$ cat config.mk
export PLATFORM = sky130hd
export DESIGN_NAME = layer_frame_store_forward
export DESIGN_NICKNAME = d
export VERILOG_FILES = /design/src/rtl/layer_frame_store_forward.sv
export SDC_FILE = /design/constraint.sdc
export NUM_CORES = 1
export LEC_CHECK = 0
export ABC_AREA = 1
export CORE_UTILIZATION = 54
export DETAILED_ROUTE_END_ITERATION = 8
export PLACE_DENSITY = 0.71
export SYNTH_ARGS = -nofsm -noshare
export SYNTH_HDL_FRONTEND = slang
export SYNTH_SLANG_ARGS = --single-unit
$ cat constraint.sdc
create_clock -name clk -period 4.3 [get_ports clk]
set_clock_uncertainty 0.05 [all_clocks]
set_input_delay 0.645 -clock clk [delete_from_list [all_inputs] [get_ports clk]]
set_output_delay 0.645 -clock clk [all_outputs]
set_load 0.05 [all_outputs]
$ cat src/rtl/layer_frame_store_forward.sv
// Store-and-forward buffer for length-prefixed byte frames; releases only complete, well-formed frames.
// Optional macro FRAME_STORE_STATS_EN adds saturating committed/dropped frame counters.
module layer_frame_store_forward #(
    parameter int DEPTH = 64
) (
    input  logic        clk,
    input  logic        rst,
    input  logic [7:0]  s_axis_tdata,
    input  logic        s_axis_tvalid,
    output logic        s_axis_tready,
    input  logic        s_axis_tlast,
    output logic [7:0]  m_axis_tdata,
    output logic        m_axis_tvalid,
    input  logic        m_axis_tready,
    output logic        m_axis_tlast,
    input  logic        cfg_flush,
    output logic        stat_frame_committed,
    output logic        stat_frame_dropped,
    output logic [15:0] stat_committed_count,
    output logic [15:0] stat_dropped_count
);

    localparam int AW = $clog2(DEPTH);
    localparam int PW = AW + 1;
    localparam logic [PW-1:0] DEPTH_P = PW'(DEPTH);

    localparam logic [1:0] W_LEN  = 2'd0;
    localparam logic [1:0] W_BODY = 2'd1;
    localparam logic [1:0] W_DROP = 2'd2;

    logic [8:0]    mem_q [DEPTH];
    logic [1:0]    state_q, state_d;
    logic [PW-1:0] wr_ptr_q, wr_ptr_d;
    logic [PW-1:0] wr_commit_q, wr_commit_d;
    logic [PW-1:0] rd_ptr_q, rd_ptr_d;
    logic [7:0]    rem_q, rem_d;
    logic          rdy_q;
    logic          commit_q, commit_d;
    logic          drop_q, drop_d;
    logic          m_vld_q, m_vld_d;
    logic [7:0]    m_data_q, m_data_d;
    logic          m_last_q, m_last_d;
    logic          beat, full, store;

    assign beat = s_axis_tvalid & rdy_q;
    assign full = (wr_ptr_q - rd_ptr_q) == DEPTH_P;

    // Write side: wr_ptr runs ahead speculatively, wr_commit only moves on a well-formed tlast.
    always_comb begin
        state_d     = state_q;
        wr_ptr_d    = wr_ptr_q;
        wr_commit_d = wr_commit_q;
        rem_d       = rem_q;
        store       = 1'b0;
        commit_d    = 1'b0;
        drop_d      = 1'b0;
        if (beat) begin
            case (state_q)
                W_LEN: begin
                    if (s_axis_tdata == 8'd0 || s_axis_tlast || full) begin
                        drop_d  = 1'b1;
                        state_d = s_axis_tlast ? W_LEN : W_DROP;
                    end else begin
                        store    = 1'b1;
                        wr_ptr_d = wr_ptr_q + 1'b1;
                        rem_d    = s_axis_tdata;
                        state_d  = W_BODY;
                    end
                end
                W_BODY: begin
                    rem_d = rem_q - 1'b1;
                    if (full) begin
                        drop_d  = 1'b1;
                        state_d = s_axis_tlast ? W_LEN : W_DROP;
                    end else if (s_axis_tlast && rem_q == 8'd1) begin
                        store       = 1'b1;
                        wr_ptr_d    = wr_ptr_q + 1'b1;
                        wr_commit_d = wr_ptr_q + 1'b1;
                        commit_d    = 1'b1;
                        state_d     = W_LEN;
                    end else if (s_axis_tlast) begin
                        drop_d  = 1'b1;
                        state_d = W_LEN;
                    end else if (rem_q == 8'd1) begin
                        drop_d  = 1'b1;
                        state_d = W_DROP;
                    end else begin
                        store    = 1'b1;
                        wr_ptr_d = wr_ptr_q + 1'b1;
                    end
                end
                W_DROP: begin
                    if (s_axis_tlast) state_d = W_LEN;
                end
                default: state_d = W_LEN;
            endcase
        end
        if (drop_d) wr_ptr_d = wr_commit_q;
    end

    // Read side: output register refills whenever empty or being consumed.
    always_comb begin
        rd_ptr_d = rd_ptr_q;
        m_vld_d  = m_vld_q;
        m_data_d = m_data_q;
        m_last_d = m_last_q;
        if (!m_vld_q || m_axis_tready) begin
            if (rd_ptr_q != wr_commit_q) begin
                m_vld_d  = 1'b1;
                m_data_d = mem_q[rd_ptr_q[AW-1:0]][7:0];
                m_last_d = mem_q[rd_ptr_q[AW-1:0]][8];
                rd_ptr_d = rd_ptr_q + 1'b1;
            end else begin
                m_vld_d = 1'b0;
            end
        end
    end

    always_ff @(posedge clk or posedge rst) begin
        if (rst) begin
            state_q     <= W_LEN;
            wr_ptr_q    <= '0;
            wr_commit_q <= '0;
            rd_ptr_q    <= '0;
            rem_q       <= '0;
            rdy_q       <= 1'b0;
            commit_q    <= 1'b0;
            drop_q      <= 1'b0;
            m_vld_q     <= 1'b0;
            m_data_q    <= '0;
            m_last_q    <= 1'b0;
        end else if (cfg_flush) begin
            state_q     <= W_LEN;
            wr_ptr_q    <= '0;
            wr_commit_q <= '0;
            rd_ptr_q    <= '0;
            rem_q       <= '0;
            rdy_q       <= 1'b1;
            commit_q    <= 1'b0;
            drop_q      <= 1'b0;
            m_vld_q     <= 1'b0;
        end else begin
            state_q     <= state_d;
            wr_ptr_q    <= wr_ptr_d;
            wr_commit_q <= wr_commit_d;
            rd_ptr_q    <= rd_ptr_d;
            rem_q       <= rem_d;
            rdy_q       <= 1'b1;
            commit_q    <= commit_d;
            drop_q      <= drop_d;
            m_vld_q     <= m_vld_d;
            m_data_q    <= m_data_d;
            m_last_q    <= m_last_d;
        end
    end

    always_ff @(posedge clk) begin
        if (store && !cfg_flush) mem_q[wr_ptr_q[AW-1:0]] <= {s_axis_tlast, s_axis_tdata};
    end

`ifdef FRAME_STORE_STATS_EN
    logic [15:0] ccnt_q, dcnt_q;

    always_ff @(posedge clk or posedge rst) begin
        if (rst) begin
            ccnt_q <= '0;
            dcnt_q <= '0;
        end else begin
            if (commit_q && ccnt_q != 16'hFFFF) ccnt_q <= ccnt_q + 1'b1;
            if (drop_q && dcnt_q != 16'hFFFF)   dcnt_q <= dcnt_q + 1'b1;
        end
    end

    assign stat_committed_count = ccnt_q;
    assign stat_dropped_count   = dcnt_q;
`else
    assign stat_committed_count = 16'd0;
    assign stat_dropped_count   = 16'd0;
`endif

    assign s_axis_tready        = rdy_q;
    assign m_axis_tvalid        = m_vld_q;
    assign m_axis_tdata         = m_data_q;
    assign m_axis_tlast         = m_last_q;
    assign stat_frame_committed = commit_q;
    assign stat_frame_dropped   = drop_q;

endmodule

## Word level (Yosys, flattened, before mapping)

Memories as Yosys holds them, arrays and structs flattened. A register that Yosys moved wholly into a read port is not among the register bits.
Index checks and enable logic that the tools add are counted.

- Bits in registers: 35
- RAM bits: 576
- Input port bits: 14
- Output and inout port bits: 45
- Logic and storage cells: 108
- Memories: 1

Memories:

| memory | depth | bits a word | read ports | clocked after memory_dff | write ports | RTL line | RTL |
|---|---|---|---|---|---|---|---|
| mem_q | 64 | 9 | 1 | 1 | 1 | 31 | `logic [8:0] mem_q [DEPTH];` |

- $add $sub $neg: 4
- Equal/unequal tests: 13
- Mux-type cells: 56
- Bitwise operators: 2
- Reduce and logical (&&, ||, !) cells: 23

Operators by type and width:

| operator | count |
|---|---|
| 7-bit two-way mux | 16 |
| 8-bit two-way mux | 3 |
| 1-bit two-way mux | 23 |
| 2-bit two-way mux | 9 |
| 8-bit case mux with 2 select lines | 1 |
| 7-bit by 1-bit adder with 7-bit output (second input constant) | 2 |
| 7-bit case mux with 2 select lines | 1 |
| 5-bit != test (second input constant) | 2 |
| 2-bit nonzero test | 5 |
| 3-bit AND reduction | 3 |
| 8-bit by 1-bit == test with 1-bit output (second input constant) | 1 |
| 8-bit logical NOT | 1 |
| 4-bit != test (second input constant) | 2 |
| 8-bit by 1-bit subtractor with 8-bit output (second input constant) | 1 |
| 7-bit == test (second input constant) | 1 |
| 7-bit != test | 1 |
| 7-bit subtractor | 1 |
| 3-bit != test (second input constant) | 2 |
| 6-bit != test (second input constant) | 1 |
| 2-bit case mux with 3 select lines | 1 |
| 6-bit AND reduction | 1 |
| 3-bit nonzero test | 2 |
| 1-bit case mux with 2 select lines | 2 |
| 4-bit AND reduction | 1 |
| 11 further kinds | 15 |

## Longest topological paths before layout

Gate-level depths: netlist (run 1).

- Depth in word-level cells: 10
- Depth in mapped cells: 20
- Mapped depth without buffers: 18

## Worst setup path after synthesis (run 1)

No wires, ideal clock.

- Path type: flip-flop to flip-flop
- From: register rd_ptr_q[3]
- To: memory mem_q[11][0], enable pin
- Setup time: 0.374 ns
- Arrival: 2.884 ns
- Data required time: 3.876 ns
- Setup slack: 0.992 ns
- Stages on the path, launching flop included: 14
- Buffers on the path: 2
- Clock period less this slack: 3.308 ns
- Cells stage by stage: dfrtp_1 clkbuf_1 clkinv_1 clkbuf_1 ha_1 nor2_1 nand2_1 a21oi_1 nor2_2 nand2_2 nand2_1 o21ai_4 nand4_1 nor2_1

- Word-level cells in the longest chain between the ends: 9
- Elaborated cells on any way between the ends: 10
- Those cells by class: 1 x add/sub; 1 x eq/ne; 6 x mux; 2 x reduce/logical

Ends and longest elaborated chain:

| element | RTL line | RTL |
|---|---|---|
| from (decl) | 35 | `logic [PW-1:0] rd_ptr_q, rd_ptr_d;` |
| from (signal assigned) | 146 | `rd_ptr_q <= rd_ptr_d;` |
| 7-bit subtractor * | 46 | `assign full = (wr_ptr_q - rd_ptr_q) == DEPTH_P;` |
| 7-bit == test * | 46 |  |
| 1-bit logical OR | 60 | `if (s_axis_tdata == 8'd0 \|\| s_axis_tlast \|\| full) begin` |
| 1-bit two-way mux | 60 |  |
| 1-bit case mux with 2 select lines * | 58 | `case (state_q)` |
| 1-bit two-way mux * | 57 | `if (beat) begin` |
| 1-bit logical AND * | 158 | `if (store && !cfg_flush) mem_q[wr_ptr_q[AW-1:0]] <= {s_axis_tlast, s_axis_tdata};` |
| 1-bit two-way mux * | 158 |  |
| 1-bit two-way mux (implied by the code) * | 158 |  |
| to (decl) | 31 |  |

Mark *: on every way between the ends. The rest lies on a longest branch, timed or not.

## Worst setup path in the final report (run 1)

- From: register rd_ptr_q[5]
- To: memory mem_q[33][3], enable pin

Same word-level chain as after synthesis.

==> results of run 1 <==
cell type report:
type                       instances  area (um2)
clock buffer                      76        1634
clock inverter                    31       340.3
fill                            3559       18380
inverter                          87       329.1
multi-input combinational       1223        6237
sequential                       620       18410
tap                              607       759.5
timing repair buffer              72       573.1
flip-flops by register name, summed over array words and instances, names as in the netlist:
name / flops
mem_q: 576
m_axis_tdata: 8
rem_q: 8
rd_ptr_q: 7
wr_commit_q: 7
wr_ptr_q: 7
state_q: 2
m_axis_tlast: 1
m_axis_tvalid: 1
s_axis_tready: 1
stat_frame_committed: 1
stat_frame_dropped: 1
cells in the mapped netlist, types with 12 or more instances:
| cell | count |
|---|---|
| a211oi_1 | 36 |
| a21oi_1 | 76 |
| buf_2 | 40 |
| buf_4 | 37 |
| clkbuf_1 | 81 |
| dfrtp_1 | 44 |
| edfxtp_1 | 576 |
| ha_1 | 12 |
| inv_1 | 84 |
| nand2_1 | 198 |
| nand3_1 | 100 |
| nand4_1 | 19 |
| nor2_1 | 308 |
| o211ai_1 | 38 |
| o21ai_0 | 205 |
| o21ai_1 | 15 |
| o221ai_1 | 68 |
| o22ai_1 | 76 |
worst max-delay path by stage:
stage                     start           end  slack [ns]
detailed placement  rd_ptr_q[5]  mem_q[17][6]        0.65
finish              rd_ptr_q[5]  mem_q[33][3]        0.55
CTS                 rd_ptr_q[5]  mem_q[33][3]        0.63
global route        rd_ptr_q[5]  mem_q[32][3]        0.35
floorplan           rd_ptr_q[3]  mem_q[11][0]        0.99
global placement    rd_ptr_q[5]  mem_q[33][8]        0.75
per-stage QoR:
stage	instances	utilization
after detailed placement	2609	0.5638
after global placement	2609	0.5638
final	2716	0.6061
after floorplan	2091	-
after CTS	2716	0.6061
after global routing	2716	0.6061
power by group:
| group | internal [W] | leakage (nW) | switching [W] |
|---|---|---|---|
| clock network | 0.00304 | 0.962 | 0.00224 |
| registers | 0.00668 | 5.76 | 0.000118 |
| logic | 0.000491 | 3.02 | 0.00135 |
cells in the final DEF, fill, tap and decap left out, types with 3 or more instances in the layout:
cell type	count
a211oi_1	36
nand4_1	19
o221ai_1	68
nor2_1	308
clkinv_4	3
clkbuf_8	3
clkinvlp_4	3
clkdlybuf4s50_1	17
nand3_1	100
a21oi_1	76
nor3_1	6
buf_4	45
clkinv_2	11
dfrtp_1	41
o21ai_0	205
clkinv_1	8
nand2_1	196
nand2_4	3
xnor2_1	7
ha_1	12
inv_2	3
o21ai_1	15
bufinv_16	6
o211ai_1	38
clkbuf_16	62
nand2_2	5
o22ai_1	76
clkbuf_1	11
conb_1	33
xor2_1	7
edfxtp_1	576
buf_2	9
inv_1	82
layer usage:
layer | part of all wire | GRT usage | vias to the layer above
met1 | 0.39 | 0.4151 | 8374
met3 | 0.10 | 0.04500 | 189
met4 | 0.042 | 0.1269 | 0
li1 | - | - | 7535
met2 | 0.46 | 0.4522 | 1152
met5 | 0 | 0 | -
logic make-up (layout without fill, tap and decap cells):
family,Yosys count,after routing,synth area share
flops,620,620,0.7177
fa+ha+maj,12,12,0.005857
buf+inv,248,266,0.04369
simple gates,643,643,0.1037
xor+xnor,14,14,0.004784
compound gates,521,521,0.1240
other cells,2,33,0.0002930
worst max-delay path, stage by stage, from the launching register on:
cell	delay, ns
dfrtp_1	0.57
inv_1	0.30
ha_1	0.40
a21oi_1	0.21
nand3_1	0.11
nand2_1	0.06
nand2_1	0.07
nand2_2	0.12
nand2_1	0.13
o21ai_4	0.26
nand4_1	0.20
buf_4	0.26
nor2_1	0.60
==> results_dict.tcl, run 1 <==
set metrics [dict create \
    setup_slack_ns 0.5480 \
    max_freq_mhz 266.5 \
    holdCritPathClass "reg -> reg" \
    cp.arrival_ns 3.95 \
    crit_type "reg -> reg" \
    post_cts.repair.setup_buffers 0 \
    vias_per_cell 6.351 \
    drv_slew 0 \
    place_ws_ns 0.6458 \
    synth-seq-area-share 0.7177 \
    cap_viol_max_count 0 \
    grt_max_degree 103 \
    synthTopCellsByArea "edfxtp_1 67%, nor2_1 4.5%, dfrtp_1 4.3%" \
    yosysWarnings 0 \
    place_hpwl_um 41120 \
    grt_pass1_vias 16640 \
    ir_drop_mv 0.4335 \
    timing.rr.end "mem_q[33][3]" \
    gp_congestion 0.9235 \
    fin_crit_sh 0.8726 \
    drive_gt1_frac 0.07871 \
    ys_types 38 \
    grt_pass1_wl_um 102900 \
    worstSetupEndpointType "flop" \
    path_clk_slew_ns 0.07 \
    setup_viol 0 \
    syn_area_um2 25630 \
    rows 79 \
    syn2layout_area_growth_pct 10.32 \
    yosys.area.top_type "edfxtp_1" \
    cts_tree "built" \
    whs_endpoint "m_axis_tdata[2]" \
    final_area_um2 28280 \
    crit_required_ns 4.50 \
    start_kind "flop" \
    n_antenna_cell 0 \
    grt-ovfl-total 0 \
    final_nets 2089 \
    rr_startpoint "rd_ptr_q[5]" \
    rr_worst_depth 12 \
    hold_violations 0 \
    setup_tns_ns 0 \
    fp.dieH_um 219.9 \
    synthCells 2060 \
    num_vias 17250 \
    clockBufferDepth 3 \
    synth_top_area_frac 0.6748 \
    antenna_found_initial 0 \
    ys.flop_type "edfxtp_1" \
    worst_pin_slew_ns 1.002 \
    period_minus_slack_ns 3.752 \
    core_um2 46650 \
    worstHoldStart "m_axis_tdata[2]" \
    async_flop_share 0.07097 \
    h-tree-depth 2 \
    synth-edff-count 576 \
    synth_seq_cells 620 \
    initial_core_util 0.5494 \
    rsz0062_at_grt "no" \
    path_max_fanout 12 \
    wl_per_cell_um 25.39 \
    ctsHoldBuffers 0 \
    hold_slack_ns 0.4318 \
    avgSynthCellArea_um2 12.44 \
    drt_iter0_markers 2576 \
    route.detailed.drc 6 \
    leakagePower_nw 9.737 \
    relSlewSlack 0.3317 \
    chipWidth_um 219.9 \
    routed_wl_um 68970 \
    clockRootBuffer "clkbuf_16" \
    io_pins 59 \
    r2r_slack_ns 0.55 \
    dieArea_um2 48350 \
    violations "DRC" \
    grt_usage 0.2927 \
    worstSkewPairLatency_ns 0.64 \
    total_power_w 0.01392 \
    dpl-instance-area_um2 26310 \
    status "finished, violations left" \
    numCtsBuffers 59 \
    place.port_buffers 26 \
    power_density_nw_per_um2 492.3 \
    ant_nets 0 \
    holdPathStages 2 \
    dr.pass1.iters 9 \
    cts_resized 0 \
    clock-sinks 620 \
]
No activity file was read; power rests on OpenSTA's default activity.
==> run 2: changes to the inputs <==
--- a/constraint.sdc
+++ b/constraint.sdc
@@ -3,3 +3,3 @@
 set_input_delay 0.645 -clock clk [delete_from_list [all_inputs] [get_ports clk]]
 set_output_delay 0.645 -clock clk [all_outputs]
-set_load 0.05 [all_outputs]
+set_load 0.1 [all_outputs]
==> results of run 2 <==
Same layout as run 1 (identical final DEF). Status: finished, violations left: DRC.
Among the figures that moved: total power 0.01392 W -> 0.01414 W; worst IR drop on VDD 0.4335 mV -> 0.6429 mV
